==> src/rtl/uart_image_rx.sv <==
// rtl/uart_image_rx.sv - 8N1 UART receiver and image packet parser (sync, height, width, RGB pixels)
module uart_image_rx #(
    parameter int          CLK_FREQ     = 100000000,
    parameter int          BAUD         = 115200,
    parameter int          CLKS_PER_BIT = CLK_FREQ / BAUD,
    parameter logic [7:0]  SYNC_BYTE    = 8'hA5
) (
    input  logic       clk,
    input  logic       rst_n,
    input  logic       uart_in,
    output logic [7:0] data_out_r,
    output logic [7:0] data_out_g,
    output logic [7:0] data_out_b,
    output logic       pixel_valid,
    output logic [7:0] x,
    output logic [7:0] y,
    output logic [7:0] height,
    output logic [7:0] width,
    output logic       frame_start,
    output logic       frame_done,
    output logic       frame_err,
    output logic       size_err
);
    localparam int CW = $clog2(CLKS_PER_BIT + 1);
    localparam logic [CW-1:0] HALF = CW'(CLKS_PER_BIT / 2);
    localparam logic [CW-1:0] LAST = CW'(CLKS_PER_BIT - 1);

    typedef enum logic [1:0] {IDLE, START, DATA, STOP} rx_state_t;
    typedef enum logic [2:0] {P_SYNC, P_H, P_W, P_R, P_G, P_B} p_state_t;

    logic            sync1, rx_s;
    rx_state_t       rx_state;
    logic [CW-1:0]   cnt;
    logic [2:0]      bit_idx;
    logic [7:0]      shreg;
    logic [7:0]      rx_byte;
    logic            byte_strobe;

    p_state_t        p_state;
    logic [7:0]      h_lat, r_lat, g_lat, xc, yc;

    // Two-flop synchroniser; idles high so reset does not look like a start bit.
    always_ff @(posedge clk or negedge rst_n) begin
        if (!rst_n) begin
            sync1 <= 1'b1;
            rx_s  <= 1'b1;
        end else begin
            sync1 <= uart_in;
            rx_s  <= sync1;
        end
    end

    always_ff @(posedge clk or negedge rst_n) begin
        if (!rst_n) begin
            rx_state    <= IDLE;
            cnt         <= '0;
            bit_idx     <= '0;
            shreg       <= '0;
            rx_byte     <= '0;
            byte_strobe <= 1'b0;
            frame_err   <= 1'b0;
        end else begin
            byte_strobe <= 1'b0;
            frame_err   <= 1'b0;
            case (rx_state)
                IDLE: begin
                    if (!rx_s) begin
                        rx_state <= START;
                        cnt      <= '0;
                    end
                end
                START: begin
                    if (cnt == HALF) begin
                        cnt      <= '0;
                        bit_idx  <= '0;
                        rx_state <= rx_s ? IDLE : DATA;
                    end else begin
                        cnt <= cnt + 1'b1;
                    end
                end
                DATA: begin
                    if (cnt == LAST) begin
                        cnt   <= '0;
                        shreg <= {rx_s, shreg[7:1]};
                        if (bit_idx == 3'd7) rx_state <= STOP;
                        else                 bit_idx  <= bit_idx + 1'b1;
                    end else begin
                        cnt <= cnt + 1'b1;
                    end
                end
                STOP: begin
                    if (cnt == LAST) begin
                        cnt      <= '0;
                        rx_state <= IDLE;
                        if (rx_s) begin
                            byte_strobe <= 1'b1;
                            rx_byte     <= shreg;
                        end else begin
                            frame_err <= 1'b1;
                        end
                    end else begin
                        cnt <= cnt + 1'b1;
                    end
                end
                default: rx_state <= IDLE;
            endcase
        end
    end

    always_ff @(posedge clk or negedge rst_n) begin
        if (!rst_n) begin
            p_state     <= P_SYNC;
            h_lat       <= '0;
            r_lat       <= '0;
            g_lat       <= '0;
            xc          <= '0;
            yc          <= '0;
            data_out_r  <= '0;
            data_out_g  <= '0;
            data_out_b  <= '0;
            x           <= '0;
            y           <= '0;
            height      <= '0;
            width       <= '0;
            pixel_valid <= 1'b0;
            frame_start <= 1'b0;
            frame_done  <= 1'b0;
            size_err    <= 1'b0;
        end else begin
            pixel_valid <= 1'b0;
            frame_start <= 1'b0;
            frame_done  <= 1'b0;
            size_err    <= 1'b0;
            // A bad stop bit aborts whatever packet was in progress.
            if (frame_err) begin
                p_state <= P_SYNC;
            end else if (byte_strobe) begin
                case (p_state)
                    P_SYNC: if (rx_byte == SYNC_BYTE) p_state <= P_H;
                    P_H: begin
                        h_lat   <= rx_byte;
                        p_state <= P_W;
                    end
                    P_W: begin
                        if (h_lat == 8'd0 || rx_byte == 8'd0) begin
                            size_err <= 1'b1;
                            p_state  <= P_SYNC;
                        end else begin
                            height      <= h_lat;
                            width       <= rx_byte;
                            frame_start <= 1'b1;
                            xc          <= '0;
                            yc          <= '0;
                            p_state     <= P_R;
                        end
                    end
                    P_R: begin
                        r_lat   <= rx_byte;
                        p_state <= P_G;
                    end
                    P_G: begin
                        g_lat   <= rx_byte;
                        p_state <= P_B;
                    end
                    P_B: begin
                        data_out_r  <= r_lat;
                        data_out_g  <= g_lat;
                        data_out_b  <= rx_byte;
                        x           <= xc;
                        y           <= yc;
                        pixel_valid <= 1'b1;
                        p_state     <= P_R;
                        if (xc == width - 8'd1) begin
                            xc <= '0;
                            if (yc == height - 8'd1) begin
                                frame_done <= 1'b1;
                                p_state    <= P_SYNC;
                            end else begin
                                yc <= yc + 8'd1;
                            end
                        end else begin
                            xc <= xc + 8'd1;
                        end
                    end
                    default: p_state <= P_SYNC;
                endcase
            end
        end
    end
endmodule
==> config.mk <==
export PLATFORM = sky130hd
export DESIGN_NAME = uart_image_rx
export DESIGN_NICKNAME = d
export VERILOG_FILES = /design/src/rtl/uart_image_rx.sv
export SDC_FILE = /design/constraint.sdc
export NUM_CORES = 1
export LEC_CHECK = 0
export BUFFER_PORTS_ARGS = -buffer_cell sky130_fd_sc_hd__buf_2
export CORE_ASPECT_RATIO = 0.6
export CORE_MARGIN = 8
export CORE_UTILIZATION = 66
export CTS_BUF_LIST = sky130_fd_sc_hd__clkbuf_4 sky130_fd_sc_hd__clkbuf_8
export CTS_CLUSTER_DIAMETER = 120
export CTS_CLUSTER_SIZE = 30
export DETAILED_ROUTE_END_ITERATION = 10
export PLACE_DENSITY_LB_ADDON = 0.2
export SYNTH_ARGS = -nofsm -noshare
export SYNTH_HDL_FRONTEND = slang
export SYNTH_SLANG_ARGS = --single-unit
==> constraint.sdc <==
create_clock -name clk -period 6.1 [get_ports clk]
set_input_delay 0.61 -clock clk [delete_from_list [all_inputs] [get_ports clk]]
set_output_delay 0.61 -clock clk [all_outputs]
set_load 0.005 [all_outputs]
==> results.py <==
metrics = {
    "status": {
        "status": "finished, final reports clean",
    },
    "cts": {
        "post_cts_resized": 0,
        "ctsHtreeMaxLevel": 4,
        "cts_tree": "built",
        "cts_setup_buffers": 0,
        "ctsRootBufferMaster": "clkbuf_8",
        "numCtsBuffers": 17,
        "cts.clk_slew.worst_paths_ps": 70,
        "worstSkewPairLatency_ps": 440,
        "clockBufferDepth": 2,
        "postCtsHoldBufs": 0,
        "clock-sinks": 138,
    },
    "layout": {
        "seq_area_um2": 3460,
        "multi_input_area_um2": 2640,
        "layout_commonest_cell": "dfrtp_1",
        "finish.utilization_pct": 77.7,
        "drive_gt1_share_pct": 30.2,
        "syn_to_final_growth_pct": 14.4,
        "final_cell_mix": "dfrtp_1 (136), mux2_2 (80), nand2_1 (67), buf_2 (62), o21ai_0 (30)",
        "nFillCells": 584,
        "diodes": 0,
        "fin_nets": 617,
    },
    "floorplanning": {
        "chipHeight_um": 91.2,
        "die_area_um2": 12900,
        "core_um2": 9160,
        "initial_core_util_pct": 67.9,
        "die_w_um": 141,
        "fp-row-count": 27,
        "io_pins": 64,
    },
    "power_and_ir_drop": {
        "power.share.clock_pct": 48.2,
        "seq_power_share_pct": 50.7,
        "power.leakage_nw": 3.60,
        "p_int_w": 0.00145,
        "p_sw_w": 0.000352,
        "power_switching_share_pct": 19.5,
        "vdd_drop_max_mv": 0.208,
        "power_density_nw_per_um2": 254,
        "power_frac_comb_pct": 1.0,
    },
    "logic_synthesis": {
        "yosys_warnings": 0,
        "synth_seq_cells": 138,
        "syn_nets": 554,
        "ys.flop_type": "dfrtp_1",
        "seq_area_frac_synth_pct": 55.6,
        "synth_edf_count": 0,
        "synth_cells": 543,
        "syn_avg_cell_area_um2": 11.5,
        "async_reset_ff_share_pct": 100,
        "syn_area_um2": 6220,
        "synthDistinctLibCells": 54,
    },
    "sta": {
        "slew_headroom_pct": 37.0,
        "min_period_over_period_pct": 55.0,
        "slew_viol_final": 0,
        "period_minus_slack_ps": 3360,
        "rsz0062_at_grt": "false",
        "setup_viol": 0,
        "worstMarginPinSlew_ps": 944,
        "fin_skew_ps": 13.5,
        "timing.fmax_mhz": 298,
        "finalSetupTns_ps": 0,
        "finalHoldViolCount": 0,
    },
    "drt": {
        "first_pass_iters": 5,
        "via_per_inst": 6.05,
        "detail-route-antenna-nets": 0,
        "avgRoutedWirePerCell_um": 18.8,
        "vias": 4529,
        "finalWirelength_mm": 14.1,
        "drt_iter0_drc": 393,
        "drcViolationCount": 0,
    },
    "critical_path": {
        "path_class": "register to register",
        "r2r_start": "width[0]",
        "r2r_slack_ps": 2740,
        "crit_family": "simple AND/OR/NAND/NOR gates",
        "max_stage_delay_ps": 570,
        "start_kind": "register",
        "crit_fanout": 14,
        "required_ps": 6440,
        "path_buf_inv": 1,
        "cp-end-kind": "register",
        "path_cells": "inv_1, ha_1, or3b_1, or4_1, a211oi_2, o211ai_2, o21a_1, or4_1, a21oi_1",
        "cpMaxStageDelayCell": "or4_1",
        "arrival_ps": 3700,
        "r2r_cells": 9,
        "crit_top_cell": "or4_1",
        "worstReg2RegEnd": "yc[7]",
    },
    "place": {
        "post-dp-hpwl_mm": 9.49,
        "numPortBuffers": 63,
        "gp_congestion": 0.890,
    },
    "global_route": {
        "track_usage_pct": 22.8,
        "grt_antenna_before_repair": 0,
        "grt-ovfl-total": 0,
        "grt_pass1_vias": 4566,
        "grt_max_degree": 88,
        "grt_pass1_wl_mm": 23.5,
    },
    "hold_path": {
        "min_path_type": "primary input to asynchronous set/reset pin",
    },
    "job": {
        "maxCapViolations": 0,
    },
}
[kinds of logic after synthesis]
kind of cell	synth area share, %
fa+ha+maj	1.61
simple gates	14.8
mux	14.8
compound gates	8.21
xor+xnor	3.10
flops	55.6
buf+inv	1.95
[routing by layer]
metal	GRT usage (%)	part of all wire (%)	vias to the layer above
met1	30.7	45	2266
met3	7.05	6.5	22
met4	6.23	1.1	0
met2	35.4	47	169
li1	-	-	2072
met5	0	0	-
[metrics by stage]
| step | hold WS [ps] | std cells | setup WS [ps] | area (um^2) | total power (W) |
|---|---|---|---|---|---|
| after floorplan | 314 | 543 | 3310 | 6220 | 0.000934 |
| after global placement | 346 | 717 | 3110 | 6640 | 0.000953 |
| after detailed placement | 349 | 717 | 2870 | 6640 | 0.000954 |
| after CTS | 252 | 749 | 2770 | 7120 | 0.00182 |
| after global routing | 248 | 749 | 2600 | 7120 | 0.00186 |
| final | 234 | 749 | 2740 | 7120 | 0.00181 |
[state kept, by name (all words and copies together), names as in the netlist, 3 cells and up, named ones only]
register and cells:
data_out_b 8, g_lat 8, xc 8, h_lat 8, x 8, p_state 3
shreg 8, yc 8, data_out_r 8, r_lat 8, width 8, height 8
y 8, data_out_g 8, rx_byte 8, cnt 10, bit_idx 3
[Yosys cell counts, types with 3 or more instances]
| cell type | number | area share [%] |
|---|---|---|
| a21oi_1 | 16 | 1.3 |
| a31oi_1 | 5 | 0.50 |
| and2_1 | 3 | 0.30 |
| and3_1 | 5 | 0.50 |
| clkbuf_1 | 19 | 1.1 |
| dfrtp_1 | 136 | 55 |
| ha_1 | 8 | 1.6 |
| inv_1 | 9 | 0.54 |
| mux2_2 | 80 | 14 |
| nand2_1 | 67 | 4.0 |
| nand2b_1 | 6 | 0.60 |
| nand3_1 | 12 | 0.97 |
| nor2_1 | 23 | 1.4 |
| nor2b_1 | 7 | 0.70 |
| nor3_1 | 16 | 1.3 |
| nor3b_1 | 3 | 0.36 |
| nor4_1 | 6 | 0.60 |
| o211ai_1 | 4 | 0.48 |
| o21ai_0 | 30 | 2.4 |
| o31ai_1 | 7 | 0.84 |
| or3_1 | 6 | 0.60 |
| or4_1 | 8 | 0.97 |
| xnor2_1 | 16 | 2.3 |
| xor2_1 | 6 | 0.84 |
[power groups by stage]
stage          clock network (W)    logic (W)  registers, W
2_1_floorplan                  0  0.000000389      0.000934
3_3_place_gp                   0    0.0000192      0.000934
3_5_place_dp                   0    0.0000205      0.000934
4_1_cts                 0.000880    0.0000206      0.000916
5_1_grt                 0.000920    0.0000231      0.000916
6_report                0.000871    0.0000189      0.000916
[worst reg2reg max path, stage by stage (launching register included)]
cell and delay [ps]:
dfrtp_1 430, inv_1 110, ha_1 180, or3b_1 400, or4_1 540, a211oi_2 300, o211ai_2 190, o21a_1 350
or4_1 570, a21oi_1 180
[cell type report]
type                            instances  share of cell area (%)
Tap cell                              130                    2.29
Timing Repair Buffer                   66                    4.84
Sequential cell                       138                    48.6
Clock inverter                          8                    2.36
Inverter                               10                   0.528
Clock buffer                           24                    4.29
Multi-Input combinational cell        373                    37.1
[worst max-delay path by stage]
stage | start | to | slack, ps | cells after the start
detailed placement | width[0] | yc[5] | 2870 | 9
floorplan | width[0] | yc[4] | 3310 | 9
CTS | width[0] | yc[7] | 2770 | 9
global placement | width[0] | yc[7] | 3110 | 9
finish | width[0] | yc[7] | 2740 | 9
global route | width[0] | yc[7] | 2600 | 9
No activity file was read; power rests on OpenSTA's default activity.
